[config.mk]
export PLATFORM = sky130hd
export DESIGN_NAME = ct_pt_mul_sequencer
export DESIGN_NICKNAME = d
export VERILOG_FILES = /design/src/rtl/ct_pt_mul_sequencer_pkg.sv /design/src/rtl/ct_pt_mul_sequencer_timeout_ctr.sv /design/src/rtl/ct_pt_mul_sequencer.sv
export SDC_FILE = /design/constraint.sdc
export NUM_CORES = 1
export LEC_CHECK = 0
export ABC_AREA = 0
export CAP_MARGIN = 20
export CORE_MARGIN = 1.5
export CORE_UTILIZATION = 56
export DETAILED_ROUTE_END_ITERATION = 12
export DONT_BUFFER_PORTS = 1
export PLACE_DENSITY = 0.81
export RECOVER_POWER = 100
export SETUP_SLACK_MARGIN = 0.2
export SLEW_MARGIN = 20
export SYNTH_ARGS = -nofsm -noshare
export SYNTH_HDL_FRONTEND = slang
export SYNTH_HIERARCHICAL = 1
export SYNTH_SLANG_ARGS = --single-unit
[constraint.sdc]
create_clock -name clk -period 2.5 [get_ports clk]
set_clock_uncertainty 0.15 [all_clocks]
set_input_delay 0.5 -clock clk [delete_from_list [all_inputs] [get_ports clk]]
set_output_delay 0.5 -clock clk [all_outputs]
set_load 0.01 [all_outputs]
[src/rtl/ct_pt_mul_sequencer_pkg.sv]
// Shared types and constants for the ciphertext-plaintext multiply sequencer.
package ct_pt_mul_sequencer_pkg;

    localparam int REG_NPOLY       = 32;
    localparam int REG_IDX_W       = $clog2(REG_NPOLY);
    localparam int CTPT_STEPS      = 10;
    localparam int CTPT_SPLIT_STEP = 4;

    typedef enum logic [2:0] {
        UOP_TWIST   = 3'd0,
        UOP_NTT     = 3'd1,
        UOP_MUL     = 3'd2,
        UOP_INTT    = 3'd3,
        UOP_UNTWIST = 3'd4
    } uop_e;

    typedef enum logic [2:0] {
        S_IDLE  = 3'd0,
        S_ISSUE = 3'd1,
        S_WAIT  = 3'd2,
        S_WB    = 3'd3,
        S_DONE  = 3'd4
    } state_e;

    // Both halves run the same five-op pipeline, so the op is k folded onto 0..4.
    function automatic uop_e uop_of_step(input logic [3:0] k);
        logic [3:0] m;
        m = (k > 4'(CTPT_SPLIT_STEP)) ? (k - 4'(CTPT_SPLIT_STEP + 1)) : k;
        return uop_e'(m[2:0]);
    endfunction

endpackage

[src/rtl/ct_pt_mul_sequencer_timeout_ctr.sv]
// Loadable down-counter guarding the wait for fu_done; expired when it hits zero.
module ctpt_timeout_ctr #(
    parameter int TIMEOUT_CYC = 1024
) (
    input  logic clk,
    input  logic reset,
    input  logic load_i,
    input  logic clear_i,
    input  logic en_i,
    output logic expired_o
);

    localparam int CNT_W = (TIMEOUT_CYC > 2) ? $clog2(TIMEOUT_CYC) : 1;

    logic [CNT_W-1:0] count_q;
    logic [CNT_W-1:0] count_d;

    always_comb begin
        count_d = count_q;
        if (clear_i) begin
            count_d = '0;
        end else if (load_i) begin
            count_d = CNT_W'(TIMEOUT_CYC - 1);
        end else if (en_i && (count_q != '0)) begin
            count_d = count_q - 1'b1;
        end
    end

    always_ff @(posedge clk) begin
        if (reset) begin
            count_q <= '0;
        end else begin
            count_q <= count_d;
        end
    end

    assign expired_o = (count_q == '0);

endmodule

[src/rtl/ct_pt_mul_sequencer.sv]
// Ten-step twist/NTT/MUL/INTT/untwist sequencer for one CT-PT multiply on the shared FU pair.
module ct_pt_mul_sequencer
    import ct_pt_mul_sequencer_pkg::*;
#(
    parameter int REG_IDX_W   = ct_pt_mul_sequencer_pkg::REG_IDX_W,
    parameter int TIMEOUT_CYC = 1024
) (
    input  logic                 clk,
    input  logic                 reset,
    input  logic                 start,
    input  logic [REG_IDX_W-1:0] dest0_idx,
    input  logic [REG_IDX_W-1:0] dest1_idx,
    input  logic                 fu_done,
    output logic                 busy,
    output logic                 uop_valid,
    output logic [2:0]           uop,
    output logic                 uop_half,
    output logic                 uop_inverse,
    output logic                 wb0_valid,
    output logic                 wb1_valid,
    output logic [REG_IDX_W-1:0] wb_idx,
    output logic                 done,
    output logic                 timeout_err,
    output logic [2:0]           dbg_state
);

    localparam logic [3:0] K_SPLIT = 4'(CTPT_SPLIT_STEP);
    localparam logic [3:0] K_B0    = 4'(CTPT_SPLIT_STEP + 1);
    localparam logic [3:0] K_LAST  = 4'(CTPT_STEPS - 1);

    state_e               state_q, state_d;
    logic [3:0]           k_q, k_d;
    logic                 abort_q, abort_d;
    logic [REG_IDX_W-1:0] dest0_q, dest1_q;
    logic                 to_load, to_clear, to_en, to_expired;
    logic                 accept;
    logic                 active_d;
    uop_e                 uop_d;

    logic                 busy_q, uop_valid_q, uop_half_q, uop_inverse_q;
    logic                 wb0_q, wb1_q, done_q, timeout_err_q;
    logic [2:0]           uop_q;
    logic [REG_IDX_W-1:0] wb_idx_q;

    ctpt_timeout_ctr #(.TIMEOUT_CYC(TIMEOUT_CYC)) u_timeout (
        .clk       (clk),
        .reset     (reset),
        .load_i    (to_load),
        .clear_i   (to_clear),
        .en_i      (to_en),
        .expired_o (to_expired)
    );

    assign accept = (state_q == S_IDLE) && start;

    always_comb begin
        state_d  = state_q;
        k_d      = k_q;
        abort_d  = abort_q;
        to_load  = 1'b0;
        to_clear = 1'b0;
        to_en    = 1'b0;
        case (state_q)
            S_IDLE: begin
                if (start) begin
                    state_d = S_ISSUE;
                    k_d     = '0;
                    abort_d = 1'b0;
                end
            end
            S_ISSUE: begin
                state_d = S_WAIT;
                to_load = 1'b1;
            end
            S_WAIT: begin
                // fu_done on the limit cycle still counts as a completed step.
                if (fu_done) begin
                    to_clear = 1'b1;
                    if (k_q == K_SPLIT) begin
                        state_d = S_WB;
                    end else if (k_q == K_LAST) begin
                        state_d = S_DONE;
                    end else begin
                        k_d     = k_q + 1'b1;
                        state_d = S_ISSUE;
                    end
                end else if (to_expired) begin
                    to_clear = 1'b1;
                    abort_d  = 1'b1;
                    state_d  = S_DONE;
                end else begin
                    to_en = 1'b1;
                end
            end
            S_WB: begin
                k_d     = K_B0;
                state_d = S_ISSUE;
            end
            S_DONE: begin
                state_d = S_IDLE;
            end
            default: begin
                state_d = S_IDLE;
            end
        endcase
    end

    assign active_d = (state_d == S_ISSUE) || (state_d == S_WAIT);
    assign uop_d    = uop_of_step(k_d);

    // Outputs are registered from the next-state decode so they line up with state_q.
    always_ff @(posedge clk) begin
        if (reset) begin
            state_q       <= S_IDLE;
            k_q           <= '0;
            abort_q       <= 1'b0;
            dest0_q       <= '0;
            dest1_q       <= '0;
            busy_q        <= 1'b0;
            uop_valid_q   <= 1'b0;
            uop_q         <= '0;
            uop_half_q    <= 1'b0;
            uop_inverse_q <= 1'b0;
            wb0_q         <= 1'b0;
            wb1_q         <= 1'b0;
            wb_idx_q      <= '0;
            done_q        <= 1'b0;
            timeout_err_q <= 1'b0;
        end else begin
            state_q       <= state_d;
            k_q           <= k_d;
            abort_q       <= abort_d;
            if (accept) begin
                dest0_q <= dest0_idx;
                dest1_q <= dest1_idx;
            end
            busy_q        <= (state_d != S_IDLE);
            uop_valid_q   <= (state_d == S_ISSUE);
            uop_q         <= active_d ? uop_d : UOP_TWIST;
            uop_half_q    <= active_d && (k_d >= K_B0);
            uop_inverse_q <= active_d && (uop_d == UOP_INTT);
            wb0_q         <= (state_d == S_WB);
            wb1_q         <= (state_d == S_DONE) && !abort_d;
            if (state_d == S_WB) begin
                wb_idx_q <= dest0_q;
            end else if ((state_d == S_DONE) && !abort_d) begin
                wb_idx_q <= dest1_q;
            end else begin
                wb_idx_q <= '0;
            end
            done_q        <= (state_d == S_DONE);
            if (accept) begin
                timeout_err_q <= 1'b0;
            end else if ((state_q == S_WAIT) && (state_d == S_DONE) && abort_d) begin
                timeout_err_q <= 1'b1;
            end
        end
    end

    assign busy        = busy_q;
    assign uop_valid   = uop_valid_q;
    assign uop         = uop_q;
    assign uop_half    = uop_half_q;
    assign uop_inverse = uop_inverse_q;
    assign wb0_valid   = wb0_q;
    assign wb1_valid   = wb1_q;
    assign wb_idx      = wb_idx_q;
    assign done        = done_q;
    assign timeout_err = timeout_err_q;
    assign dbg_state   = state_q;

endmodule
# [Word level (Yosys, flattened, before mapping)]
# Index checks and enable logic that the tools add are counted.
[op_classes] div_mod_pow=0 mux=27 n_reduce_logical=17 multipliers=0 addsub=3 n_eq_ne=10 magnitude_cmp=2 bitwise_logic=1 n_shift=0
[ops] operator="10-bit 2-to-1 mux" count=2
[ops] operator="3-bit 2-to-1 mux" count=6
[ops] operator="4-bit 2-to-1 mux" count=4
[ops] operator="3-bit by 2-bit == test with 1-bit output, second input constant" count=5
[ops] operator="3-bit one-hot mux with 4 select lines" count=1
[ops] operator="4-bit one-hot mux with 3 select lines" count=1
[ops] operator="10-bit zero test" count=1
[ops] operator="1-bit 2-to-1 mux" count=10
[ops] operator="5-bit 2-to-1 mux" count=2
[ops] operator="10-bit nonzero test" count=1
[ops] operator="10-bit by 1-bit subtractor with 10-bit output, second input constant" count=1
[ops] operator="1-bit logical AND" count=7
[ops] operator="3-bit by 1-bit == test with 1-bit output, second input constant" count=2
[ops] operator="2-bit OR reduction" count=3
[ops] operator="4-bit by 1-bit adder with 4-bit output, second input constant" count=1
[ops] operator="4-bit by 3-bit == test with 1-bit output, second input constant" count=1
[ops] operator="4-bit == test, second input constant" count=1
[ops] operator="4-bit by 3-bit >= comparator with 1-bit output, second input constant" count=1
[ops] operator="4-bit by 3-bit > comparator with 1-bit output, second input constant" count=1
[ops] operator="3-bit == test, second input constant" count=1
[ops] operator="3-bit zero test" count=1
[ops] operator="3-bit nonzero test" count=1
[ops] operator="3-bit subtractor, second input constant" count=1
[ops] operator="1-bit one-hot mux with 2 select lines" count=1
[ops] operator="other kinds (4)" count=4
[word_totals] input_bits=14 memories=0 romBits=0 ff_bits=44 ramBits=0 latchBits=0

# [Logic depth before layout (Yosys ltp)]
[logic_depth] word_depth=9 mapped_depth=10

# [Hierarchy]
# Netlist, hierarchy kept.
[by_module_without_submodules] mod="ct_pt_mul_sequencer" cells_per_inst=178 area_per_inst_um2=1564.0 n_inst=1
[by_module_without_submodules] mod="ctpt_timeout_ctr" cells_per_inst=59 area_per_inst_um2=561.8 n_inst=1

# [Least setup slack after synthesis]
# Ideal clock, no wire load.
[synth_timing] path_type="reg-to-reg" startpoint="register state_q[2], in the netlist dbg_state[2]" endpoint="register uop_inverse_q, in the netlist uop_inverse" setup_slack_ns=-0.157 arrival_time_ns=2.427 n_path_buf=2 synth_period_minus_slack_ns=2.657 setup_time_ns=0.080 path_stages_with_launch=11 path_cell_list="dfxtp_1 buf_6 or4b_2 clkbuf_1 nand3_1 and3_4 ha_1 inv_1 o211a_1 or4_4 a211oi_2"
[synth_via] elab_chain_len=6
[synth_rtl] item="start, declared" line="ct_pt_mul_sequencer.sv:31" rtl="state_e state_q, state_d;"
[synth_rtl] item="start signal, assigned" line="ct_pt_mul_sequencer.sv:130" rtl="state_q <= state_d;"
[synth_rtl] item="3-bit by 2-bit == test with 1-bit output (tied with other cells)" line="ct_pt_mul_sequencer.sv:63" rtl="case (state_q)"
[synth_rtl] item="4-bit one-hot mux with 3 select lines or 3-bit 2-to-1 mux (tied branches)" line="ct_pt_mul_sequencer.sv:63, ct_pt_mul_sequencer.sv:77"
[synth_rtl] item="4-bit by 3-bit > comparator with 1-bit output (tied with other cells)" line="ct_pt_mul_sequencer_pkg.sv:28" rtl="m = (k > 4'(CTPT_SPLIT_STEP)) ? (k - 4'(CTPT_SPLIT_STEP + 1)) : k;"
[synth_rtl] item="3-bit 2-to-1 mux (tied with other cells)" line="ct_pt_mul_sequencer_pkg.sv:28"
[synth_rtl] item="3-bit by 2-bit == test with 1-bit output or 1-bit logical OR (tied branches)" line="ct_pt_mul_sequencer.sv:141, ct_pt_mul_sequencer.sv:108"
[synth_rtl] item="1-bit logical AND *" line="ct_pt_mul_sequencer.sv:141" rtl="uop_inverse_q <= active_d && (uop_d == UOP_INTT);"
[synth_rtl] item="end signal, assigned" line="ct_pt_mul_sequencer.sv:141"
[synth_rtl] item="end, declared" line="ct_pt_mul_sequencer.sv:40" rtl="logic busy_q, uop_valid_q, uop_half_q, uop_inverse_q;"
# Mark *: on every way between the ends. The rest lies on a longest branch, timed or not.
# A chain may end at the register's enable or synchronous reset.

# [Final worst setup path]
# Ends and elaborated chain as after synthesis.

==> flow_summary.json <==
{
  "outcome": "finished with violations",
  "failing_checks": "negative setup slack",
  "post_detailed_route_wirelength_per_cell_um": 17.7,
  "cap_violations": 0,
  "netlist_instances": 237,
  "netSwitchingFraction": 0.291,
  "start_util": 0.581,
  "tritoncts_clock_tree": "built",
  "end_kind": "register",
  "fp.dieArea_um2": 4170,
  "ys_seq_elements": 44,
  "nFillCells": 233,
  "placedInstanceArea_um2": 2400,
  "place.port_buffers": 0,
  "final_core_utilization": 0.761,
  "drt_wl_total_um": 5850,
  "synth_largest_area_cell": "sky130_fd_sc_hd__dfxtp_1",
  "required_time_at_the_worst_slack_endpoint_ns": 2.54,
  "detail_route.drc_violations": 0,
  "totalNegativeSetupSlack_ns": -0.0448,
  "synth_area_leaders": "sky130_fd_sc_hd__dfxtp_1 41%, sky130_fd_sc_hd__a21oi_1 4.0%, sky130_fd_sc_hd__nand2_1 3.9%, sky130_fd_sc_hd__o21a_1 3.9%, sky130_fd_sc_hd__ha_1 3.5%",
  "critical_path.startpoint_type": "register",
  "yosys.cell_count.top_type": "sky130_fd_sc_hd__dfxtp_1",
  "worst_r2r_setup_slack_ns": -0.04,
  "drt_pre_antenna_iters": 4,
  "globalRoute.totalOverflow": 0,
  "intPower_uw": 1130,
  "synth_unique_cells": 58,
  "p_total_uw": 1600,
  "pin_count": 33,
  "clk_pin_slew_worst_paths_ns": 0.08,
  "worstHoldPathType": "input pin to register",
  "fin_area_um2": 2790,
  "hold_path_end": "dbg_state[1]",
  "share_comb_of_total_power": 0.219,
  "fraction_of_met3_tracks_used_by_global_routing": 0.0712,
  "report.final.slew_viol_count": 0,
  "cts-root-to-sink-buffers": 2,
  "core_area_um2": 3660,
  "timing.final.hold_violations": 0,
  "period_needed_ns": 2.54,
  "power.ir.vdd_worst_uv": 459,
  "met2_usage": 0.449,
  "reg2reg_from": "dbg_state[2]",
  "switchingPower_uw": 466,
  "cts_root_buffer": "sky130_fd_sc_hd__clkbuf_8",
  "floorplan.die.width_um": 64.6,
  "clkLatencyLatePin_ns": 0.30,
  "finalCritPeriodShare": 1.02,
  "pwr-share-seq": 0.487,
  "hold_path_depth": 1,
  "synth_commonest_cells": "44 x sky130_fd_sc_hd__dfxtp_1, 22 x sky130_fd_sc_hd__nand2_1, 18 x sky130_fd_sc_hd__nor2_1",
  "nets_in_the_synthesized_netlist": 257,
  "layout-drive-gt1-share": 0.376,
  "post_drt_via_cell_ratio": 6.15,
  "grt-busiest-layer": "met2",
  "antennaDiodeCount": 0,
  "worstMarginPinSlew_ns": 0.611,
  "setup-violations-final": 1,
  "worstReg2RegEnd": "uop_inverse",
  "clock_tree.htree_level_count": 2,
  "die_h_um": 64.6,
  "gp_congestion": 0.918,
  "layout-area-overhead-vs-synth_pct": 31.0,
  "cp_data_arrival_time_ns": 2.58,
  "met1_routing_resource_usage_after_global_routing": 0.312,
  "count_of_flip_flops_with_a_built_in_enable_after_synthesis": 0,
  "grt_use_total": 0.268,
  "synth.yosys.seq_area_share": 0.414,
  "crit_path_max_fanout": 6,
  "number_of_sinks_on_the_clock_net": 44,
  "grt_max_degree": 28,
  "cts_hold_repair.buffers": 0,
  "pwr-share-clk": 0.293,
  "relSlewSlack": 0.591,
  "grt_first_pass_wirelength_um": 8670,
  "cts_buffers": 5,
  "area_of_the_mapped_netlist_um2": 2130,
  "postSynthAreaPerCell_um2": 8.97,
  "yosys_warnings": 6,
  "timing.hold.worst.start": "reset",
  "unrepaired_setup_endpoints_after_global_routing": "yes",
  "timing.setup.critical_path_class": "register to register",
  "power.static_leakage_uw": 0.00109,
  "ant_nets": 0,
  "core.rowCount": 22,
  "synthFlopType": "sky130_fd_sc_hd__dfxtp_1",
  "power_density_nw_per_um2": 574,
  "synth-async-reset-ratio": 0,
  "setup_ws_ns": -0.0448,
  "route.vias.total": 2028,
  "synth_top_area_share": 0.414,
  "dp_hpwl_um": 3640,
  "nNetsFinal": 301,
  "fmax_mhz": 393,
  "initial_antenna_violation_count": 0,
  "first_iter_violations": 155,
  "reg2reg_depth": 10,
  "grt_pass1_vias": 1811
}
## metal layers
| layer | vias up | routed length [µm] | part of all wire |
|---|---|---|---|
| met5 | - | 0 | 0 |
| li1 | 953 | - | - |
| met1 | 975 | 2290 | 0.39 |
| met3 | 31 | 344 | 0.059 |
| met2 | 69 | 2930 | 0.50 |
| met4 | 0 | 289 | 0.049 |
## flip-flops by register name (all words and copies together), names as in the netlist
signal             cells
k_q                    4
abort_q                1
wb_idx                 5
dest1_q                5
uop_inverse            1
done                   1
wb0_valid              1
dest0_q                5
uop_half               1
uop_valid              1
u_timeout/count_q     10
busy                   1
dbg_state              3
wb1_valid              1
uop                    3
timeout_err            1
## critical path, stage by stage, from the launching register on
cell and delay [ns]:
sky130_fd_sc_hd__dfxtp_4 0.38, sky130_fd_sc_hd__or3b_4 0.40, sky130_fd_sc_hd__or4_4 0.53, sky130_fd_sc_hd__and3_4 0.18, sky130_fd_sc_hd__ha_4 0.15, sky130_fd_sc_hd__inv_2 0.05
sky130_fd_sc_hd__buf_6 0.09, sky130_fd_sc_hd__o211ai_1 0.08, sky130_fd_sc_hd__mux2i_1 0.24, sky130_fd_sc_hd__buf_4 0.16, sky130_fd_sc_hd__a211oi_2 0.03
## layout by cell type, fill, tap and decap left out, types with 5 or more instances in the layout
| master | count |
|---|---|
| sky130_fd_sc_hd__a31oi_1 | 6 |
| sky130_fd_sc_hd__a22o_1 | 5 |
| sky130_fd_sc_hd__buf_6 | 8 |
| sky130_fd_sc_hd__inv_1 | 6 |
| sky130_fd_sc_hd__clkbuf_8 | 6 |
| sky130_fd_sc_hd__o31a_1 | 5 |
| sky130_fd_sc_hd__o21a_1 | 11 |
| sky130_fd_sc_hd__nand2_1 | 22 |
| sky130_fd_sc_hd__buf_4 | 42 |
| sky130_fd_sc_hd__a21oi_1 | 16 |
| sky130_fd_sc_hd__dfxtp_1 | 37 |
| sky130_fd_sc_hd__nor2_1 | 17 |
## cell families (layout without fill, tap and decap cells)
logic type,Yosys count,in the layout,share of synthesized area
AO/OA/AOI/OAI,69,69,0.231
XOR/XNOR,3,3,0.0124
adder cells (fa/ha/maj),6,6,0.0353
buffers and inverters,23,68,0.0465
flip-flops,44,44,0.414
multiplexers,3,3,0.0141
AND/OR/NAND/NOR,89,89,0.247
## what timing repair did
action / CTS / global route
setup buffers: 4 / 14
cloned: 0 / 0
gates resized for setup: 19 / 28
endpoints found under the setup margin: 12 / 17
pin swaps: 8 / 8
## through the flow
stage / instances / hold slack [ns] / setup WS, ns
floorplan: 237 / 0.286 / -0.116
global placement: 304 / 0.286 / 0.0173
detailed placement: 304 / 0.292 / -0.0811
CTS: 316 / 0.106 / 0.0412
global route: 330 / 0.0939 / -0.101
finish: 330 / 0.107 / -0.0448
## worst max-delay path by stage
stage | startpoint | endpoint | slack [ns] | cells past startpoint
finish | dbg_state[2] | uop_inverse | -0.04 | 10
global route | k_q[0] | uop_inverse | -0.10 | 13
CTS | k_q[1] | uop_inverse | 0.04 | 8
detailed placement | k_q[0] | uop[2] | -0.08 | 12
global placement | k_q[0] | uop_inverse | 0.02 | 10
floorplan | dbg_state[2] | uop_inverse | -0.12 | 10
## area by class of cell
| type | count | area [µm²] | area share |
|---|---|---|---|
| Sequential cell | 44 | 897 | 0.322 |
| Multi-Input combinational cell | 170 | 1280 | 0.461 |
| Clock inverter | 2 | 15.0 | 0.00539 |
| Timing Repair Buffer | 50 | 405 | 0.146 |
| Tap cell | 48 | 60.1 | 0.0216 |
| Clock buffer | 6 | 82.6 | 0.0296 |
| Inverter | 10 | 40.0 | 0.0144 |
## power by group through the flow
stage / registers [µW] / logic (µW) / clock network, µW
finish: 780 / 351 / 469
global route: 784 / 378 / 503
CTS: 779 / 303 / 473
detailed placement: 796 / 287 / 0
global placement: 794 / 279 / 0
floorplan: 791 / 207 / 0
(Power assumes the default switching activity.)
